[src/rtl/spi_req_arbiter.sv]
// Round-robin arbiter sharing one SPI master among N_REQ requesters.
// It drives the slave selects with setup/hold spacing, supports locked multi-byte bursts and has a done watchdog.
module spi_req_arbiter #(
   parameter int N_REQ    = 4,
   parameter int SS_SETUP = 2,
   parameter int SS_HOLD  = 2,
   parameter int TIMEOUT  = 20000
) (
   input  logic                  clk,
   input  logic                  rst,
   input  logic [N_REQ-1:0]      req,
   input  logic [N_REQ-1:0]      lock,
   input  logic [8*N_REQ-1:0]    wdata,
   input  logic [N_REQ-1:0]      cpol_i,
   input  logic [N_REQ-1:0]      cpha_i,
   input  logic [16*N_REQ-1:0]   dvsr_i,
   output logic [N_REQ-1:0]      gnt,
   output logic [N_REQ-1:0]      ack,
   output logic [N_REQ-1:0]      err,
   output logic [7:0]            rdata,
   output logic [N_REQ-1:0]      ss_n,
   output logic                  m_start,
   output logic [7:0]            m_din,
   output logic                  m_cpol,
   output logic                  m_cpha,
   output logic [15:0]           m_dvsr,
   input  logic                  m_done,
   input  logic [7:0]            m_dout
);

   localparam int PW = (N_REQ > 1) ? $clog2(N_REQ) : 1;
   localparam int TW = $clog2(TIMEOUT + 1);
   localparam int SW = (SS_SETUP > 1) ? $clog2(SS_SETUP) : 1;
   localparam int HW = (SS_HOLD > 1) ? $clog2(SS_HOLD) : 1;

   localparam logic [TW-1:0] WD_LAST    = TW'(TIMEOUT - 1);
   localparam logic [TW-1:0] WD_MAX     = TW'(TIMEOUT);
   localparam logic [SW-1:0] SETUP_LAST = SW'(SS_SETUP - 1);
   localparam logic [HW-1:0] HOLD_LAST  = HW'(SS_HOLD - 1);
   localparam logic [PW-1:0] LAST_IDX   = PW'(N_REQ - 1);

   typedef enum logic [2:0] {IDLE, SETUP, START, WAIT, RESP, HOLD} state_t;

   state_t            state;
   logic [PW-1:0]     rr;
   logic [PW-1:0]     own;
   logic [SW-1:0]     scnt;
   logic [HW-1:0]     hcnt;
   logic [TW-1:0]     wdog;

   logic              win_vld;
   logic [PW-1:0]     win_idx;
   logic [N_REQ-1:0]  win_oh;
   logic [PW-1:0]     nxt_rr;

   // Lowest offset from rr wins, so scan from the far end and let nearer hits overwrite.
   always_comb begin
      win_vld = 1'b0;
      win_idx = '0;
      for (int k = N_REQ - 1; k >= 0; k--) begin
         if (req[(int'(rr) + k) % N_REQ]) begin
            win_vld = 1'b1;
            win_idx = PW'((int'(rr) + k) % N_REQ);
         end
      end
      win_oh = N_REQ'(1) << win_idx;
      nxt_rr = (own == LAST_IDX) ? '0 : own + 1'b1;
   end

   always_ff @(posedge clk) begin
      if (!rst) begin
         state   <= IDLE;
         rr      <= '0;
         own     <= '0;
         scnt    <= '0;
         hcnt    <= '0;
         wdog    <= '0;
         gnt     <= '0;
         ack     <= '0;
         err     <= '0;
         rdata   <= '0;
         ss_n    <= '1;
         m_start <= 1'b0;
         m_din   <= '0;
         m_cpol  <= 1'b0;
         m_cpha  <= 1'b0;
         m_dvsr  <= '0;
      end else begin
         ack     <= '0;
         err     <= '0;
         m_start <= 1'b0;
         case (state)
            IDLE: begin
               if (win_vld) begin
                  own    <= win_idx;
                  gnt    <= win_oh;
                  ss_n   <= ~win_oh;
                  m_cpol <= cpol_i[win_idx];
                  m_cpha <= cpha_i[win_idx];
                  m_dvsr <= dvsr_i[16*int'(win_idx) +: 16];
                  scnt   <= '0;
                  state  <= SETUP;
               end
            end
            SETUP: begin
               if (scnt == SETUP_LAST) state <= START;
               else                    scnt  <= scnt + 1'b1;
            end
            START: begin
               m_din   <= wdata[8*int'(own) +: 8];
               m_start <= 1'b1;
               wdog    <= '0;
               state   <= WAIT;
            end
            WAIT: begin
               if (m_done) begin
                  rdata <= m_dout;
                  ack   <= gnt;
                  state <= RESP;
               end else if (wdog == WD_LAST) begin
                  // Abort ends the burst regardless of lock.
                  err   <= gnt;
                  gnt   <= '0;
                  ss_n  <= '1;
                  rr    <= nxt_rr;
                  hcnt  <= '0;
                  state <= HOLD;
               end else if (wdog != WD_MAX) begin
                  wdog <= wdog + 1'b1;
               end
            end
            RESP: begin
               if (lock[own] && req[own]) begin
                  state <= START;
               end else begin
                  gnt   <= '0;
                  ss_n  <= '1;
                  rr    <= nxt_rr;
                  hcnt  <= '0;
                  state <= HOLD;
               end
            end
            HOLD: begin
               if (hcnt == HOLD_LAST) state <= IDLE;
               else                   hcnt  <= hcnt + 1'b1;
            end
            default: state <= IDLE;
         endcase
      end
   end

endmodule

[config.mk]
export PLATFORM = sky130hd
export DESIGN_NAME = spi_req_arbiter
export DESIGN_NICKNAME = d
export VERILOG_FILES = /design/src/rtl/spi_req_arbiter.sv
export SDC_FILE = /design/constraint.sdc
export NUM_CORES = 1
export LEC_CHECK = 0
export ABC_AREA = 1
export CAP_MARGIN = 15
export CORE_UTILIZATION = 61
export CTS_CLUSTER_DIAMETER = 50
export CTS_CLUSTER_SIZE = 12
export DETAILED_ROUTE_END_ITERATION = 8
export DONT_BUFFER_PORTS = 1
export GPL_TIMING_DRIVEN = 0
export HOLD_SLACK_MARGIN = 0.06
export PLACE_DENSITY = 0.77
export RECOVER_POWER = 50
export SLEW_MARGIN = 10
export SYNTH_ARGS = -nofsm -noshare
export SYNTH_HDL_FRONTEND = slang
export SYNTH_SLANG_ARGS = --single-unit
[constraint.sdc]
create_clock -name clk -period 2.53 [get_ports clk]
set_input_delay 0.253 -clock clk [delete_from_list [all_inputs] [get_ports clk]]
set_output_delay 0.253 -clock clk [all_outputs]
set_load 0.05 [all_outputs]
==> insert_results.sql <==
INSERT INTO impl_metrics (metric_group, metric, value, unit) VALUES
('outcome', 'run_status', 'completed', ''),
('clock_tree', 'postCtsSetupBuffers', '0', ''),
('global_route', 'maximum_number_of_pins_on_one_net_before_global_route_repair', '17', ''),
('setup_path', 'critPathArrivalTime', '2.46', 'ns'),
('drt', 'wire_per_inst', '15.56', 'um'),
('setup_path', 'critical_path_peak_fanout', '8', ''),
('setup_path', 'critical_path.max_stage_delay', '0.36', 'ns'),
('yosys', 'synth_sequential_area_ratio', '0.3541', ''),
('timing', 'fin_crit', '2.209', 'ns'),
('clock_tree', 'clkSinkCount', '75', ''),
('timing', 'final_max_slew_viols', '0', ''),
('drt', 'tritonroute_pass_1_iters', '4', ''),
('timing', 'slew_headroom', '0.5999', ''),
('drt', 'detail_route.vias_per_cell', '5.855', ''),
('setup_path', 'crit_path_cell_chain', 'buf_6, clkinvlp_2, nand2_2, nand3_1, nand2_1, nand3_2, nand3_2, nand2_4, nor2_2, nand2_1, o21ai_1, nand2_1', ''),
('setup_path', 'cp_slowest_cell', 'sky130_fd_sc_hd__nor2_2', ''),
('setup_path', 'timing.critical_path.max_delay_family', 'simple AND/OR/NAND/NOR gates', ''),
('clock_tree', 'insertion_delay', '0.36', 'ns'),
('yosys', 'fraction_of_synthesized_cell_area_taken_by_the_top_area_cell_type', '0.3541', ''),
('yosys', 'synth_enable_flop_cells', '0', ''),
('floorplanning', 'floorplan.rows', '30', ''),
('placed_design', 'hpwl', '8.728', 'mm'),
('timing', 'rsz0062_at_grt', 'no', ''),
('pwr', 'total_switching_power', '3195', 'uW'),
('finish', 'drive_gt1_frac', '0.1047', ''),
('timing', 'setup-violations-final', '0', ''),
('global_route', 'antenna_violations_before_repair', '0', ''),
('yosys', 'synthCells', '635', ''),
('pwr', 'share_seq_of_total_power', '0.391', ''),
('finish', 'area_growth_syn_to_layout', '8.498', '%'),
('pwr', 'swShare', '0.5379', ''),
('global_route', 'busiest_layer', 'met2', ''),
('timing', 'whs', '0.1035', 'ns'),
('timing', 'fmax', '452.6', 'MHz'),
('yosys', 'synth_top_flop_cell', 'sky130_fd_sc_hd__dfxtp_1', ''),
('timing', 'hold_violations', '0', ''),
('setup_path', 'path_common_cell', 'sky130_fd_sc_hd__nand2_1', ''),
('drt', 'antenna_violating_nets_post_route', '0', ''),
('finish', 'finalInstanceArea', '4601', 'um2'),
('floorplanning', 'die_w', '85.38', 'um'),
('finish', 'n_antenna_cell', '0', ''),
('timing', 'timing.clock.skew', '0.01495', 'ns'),
('floorplanning', 'placeableCoreArea', '6756', 'um2'),
('setup_path', 'setup.worst_path.start_class', 'flip-flop', ''),
('yosys', 'postSynth.asyncResetShare', '0', ''),
('drt', 'post-route-drc-count', '0', ''),
('global_route', 'met2_usage', '0.5726', ''),
('floorplanning', 'chipHeight', '85.38', 'um'),
('clock_tree', 'cts_made_buffers', '9', ''),
('hold_path', 'worstHoldPathType', 'in2reg', ''),
('finish', 'final_core_util', '0.6809', ''),
('setup_path', 'timing_worst_setup_path_type', 'reg2reg', ''),
('yosys', 'post_synth_top_area_cell', 'sky130_fd_sc_hd__dfxtp_1', ''),
('yosys', 'yosys_warnings', '0', ''),
('drt', 'wl', '11.50', 'mm'),
('yosys', 'netlist-cell-type-count', '37', ''),
('global_route', 'met3_usage', '0.06907', ''),
('setup_path', 'worst_path_buf_inv', '2', ''),
('pwr', 'static-leakage-power', '0.001937', 'uW'),
('global_route', 'track_usage', '0.3232', ''),
('placed_design', 'gpl.final_weighted_congestion', '0.9306', ''),
('setup_path', 'cp-end-kind', 'flip-flop', ''),
('global_route', 'grt_first_pass_wirelength', '18.62', 'mm'),
('floorplanning', 'design.die.area', '7289', 'um2'),
('global_route', 'first_global_vias', '4032', ''),
('placed_design', 'port-buffer-count', '0', ''),
('floorplanning', 'num_io_pins', '174', ''),
('pwr', 'clockPowerShare', '0.150', ''),
('global_route', 'leftover_overflow_at_the_end_of_global_routing', '0', ''),
('pwr', 'irDropWorstVdd', '0.0009397', 'V'),
('clock_tree', 'clk_pin_slew_worst_paths', '0.09', 'ns');
==> tightest hold or removal path, delay by kind of cell <==
family / cells / cell delay (ns)
and+or+nand+nor: 4 / 0.18
==> cells in the final DEF (no fill, tap or decap), drive strengths merged <==
| cell type | instances |
|---|---|
| a211oi | 3 |
| a21oi | 35 |
| a32o | 8 |
| buf | 23 |
| clkbuf | 22 |
| clkinv | 5 |
| clkinvlp | 2 |
| dfxtp | 75 |
| dlygate4sd3 | 8 |
| ha | 3 |
| inv | 47 |
| nand2 | 139 |
| nand3 | 95 |
| nand3b | 3 |
| nand4 | 29 |
| nor2 | 99 |
| nor3 | 6 |
| nor4 | 2 |
| o21ai | 42 |
| or2 | 2 |
| xnor2 | 1 |
| xor2 | 10 |
==> metal layers <==
metal	vias to the layer above	routed length [um]
met5	-	0
met4	0	492
met3	39	742
met2	164	5580
met1	1962	4681
li1	2162	-
==> power groups by stage <==
stage	clock (uW)	sequential [uW]	combinational [uW]
2_1_floorplan	0	2270	2140
3_3_place_gp	0	2340	2640
3_5_place_dp	0	2350	2690
4_1_cts	904	2320	2710
5_1_grt	948	2340	3070
6_report	890	2320	2730
==> kinds of logic (layout without fill, tap and decap cells) <==
group	after synthesis	in the layout	synth area share
buffers and inverters	83	107	0.09029
AO/OA/AOI/OAI	88	88	0.1177
XOR/XNOR	11	11	0.02272
adder cells (fa/ha/maj)	3	3	0.008853
flip-flops	75	75	0.3541
AND/OR/NAND/NOR	375	375	0.4063
==> timing repair <==
| action | CTS | global route |
|---|---|---|
| resized for setup | 0 | 0 |
| endpoints found under the hold margin | 8 | 0 |
| hold buffers | 8 | 0 |
==> layout make-up <==
cell class                 instances  area (um2)
sequential                        75        1501
timing repair buffer               8       80.08
multi-input combinational        477        2349
fill                             593        2156
clock buffer                       9       123.9
tap                               80       100.1
inverter                          47       178.9
clock inverter                     7       65.06
buffer                            36       202.7
==> path summary, 6_finish.rpt <==
| kind | cells after the start | to | start | slack, ns |
|---|---|---|---|---|
| hold / removal | 4 | m_dvsr[1]$_SDFFE_PN0P_ | dvsr_i[33] | 0.10 |
| setup reg to reg | 12 | ss_n[0]$_SDFFE_PN1P_ | rr[0]$_SDFFE_PN0P_ | 0.32 |
| setup / recovery | 12 | ss_n[0]$_SDFFE_PN1P_ | rr[0]$_SDFFE_PN0P_ | 0.32 |
| hold reg to reg | 2 | hcnt$_SDFFE_PN0P_ | hcnt$_SDFFE_PN0P_ | 0.47 |
==> stage by stage <==
stage | setup WS [ns] | instances
6_report | 0.3207 | 739
2_1_floorplan | 0.7962 | 635
3_3_place_gp | 0.4744 | 715
4_1_cts | 0.4042 | 739
3_5_place_dp | 0.4298 | 715
5_1_grt | 0.07200 | 739
==> sequential cells by signal, indices dropped and copies added, names as in the netlist, 2 cells and up <==
register  cells
rr            2
own           2
m_dvsr       16
ss_n          4
err           4
m_din         8
rdata         8
ack           4
state         3
gnt           4
wdog         15
Power figures use the tool's default switching activity.
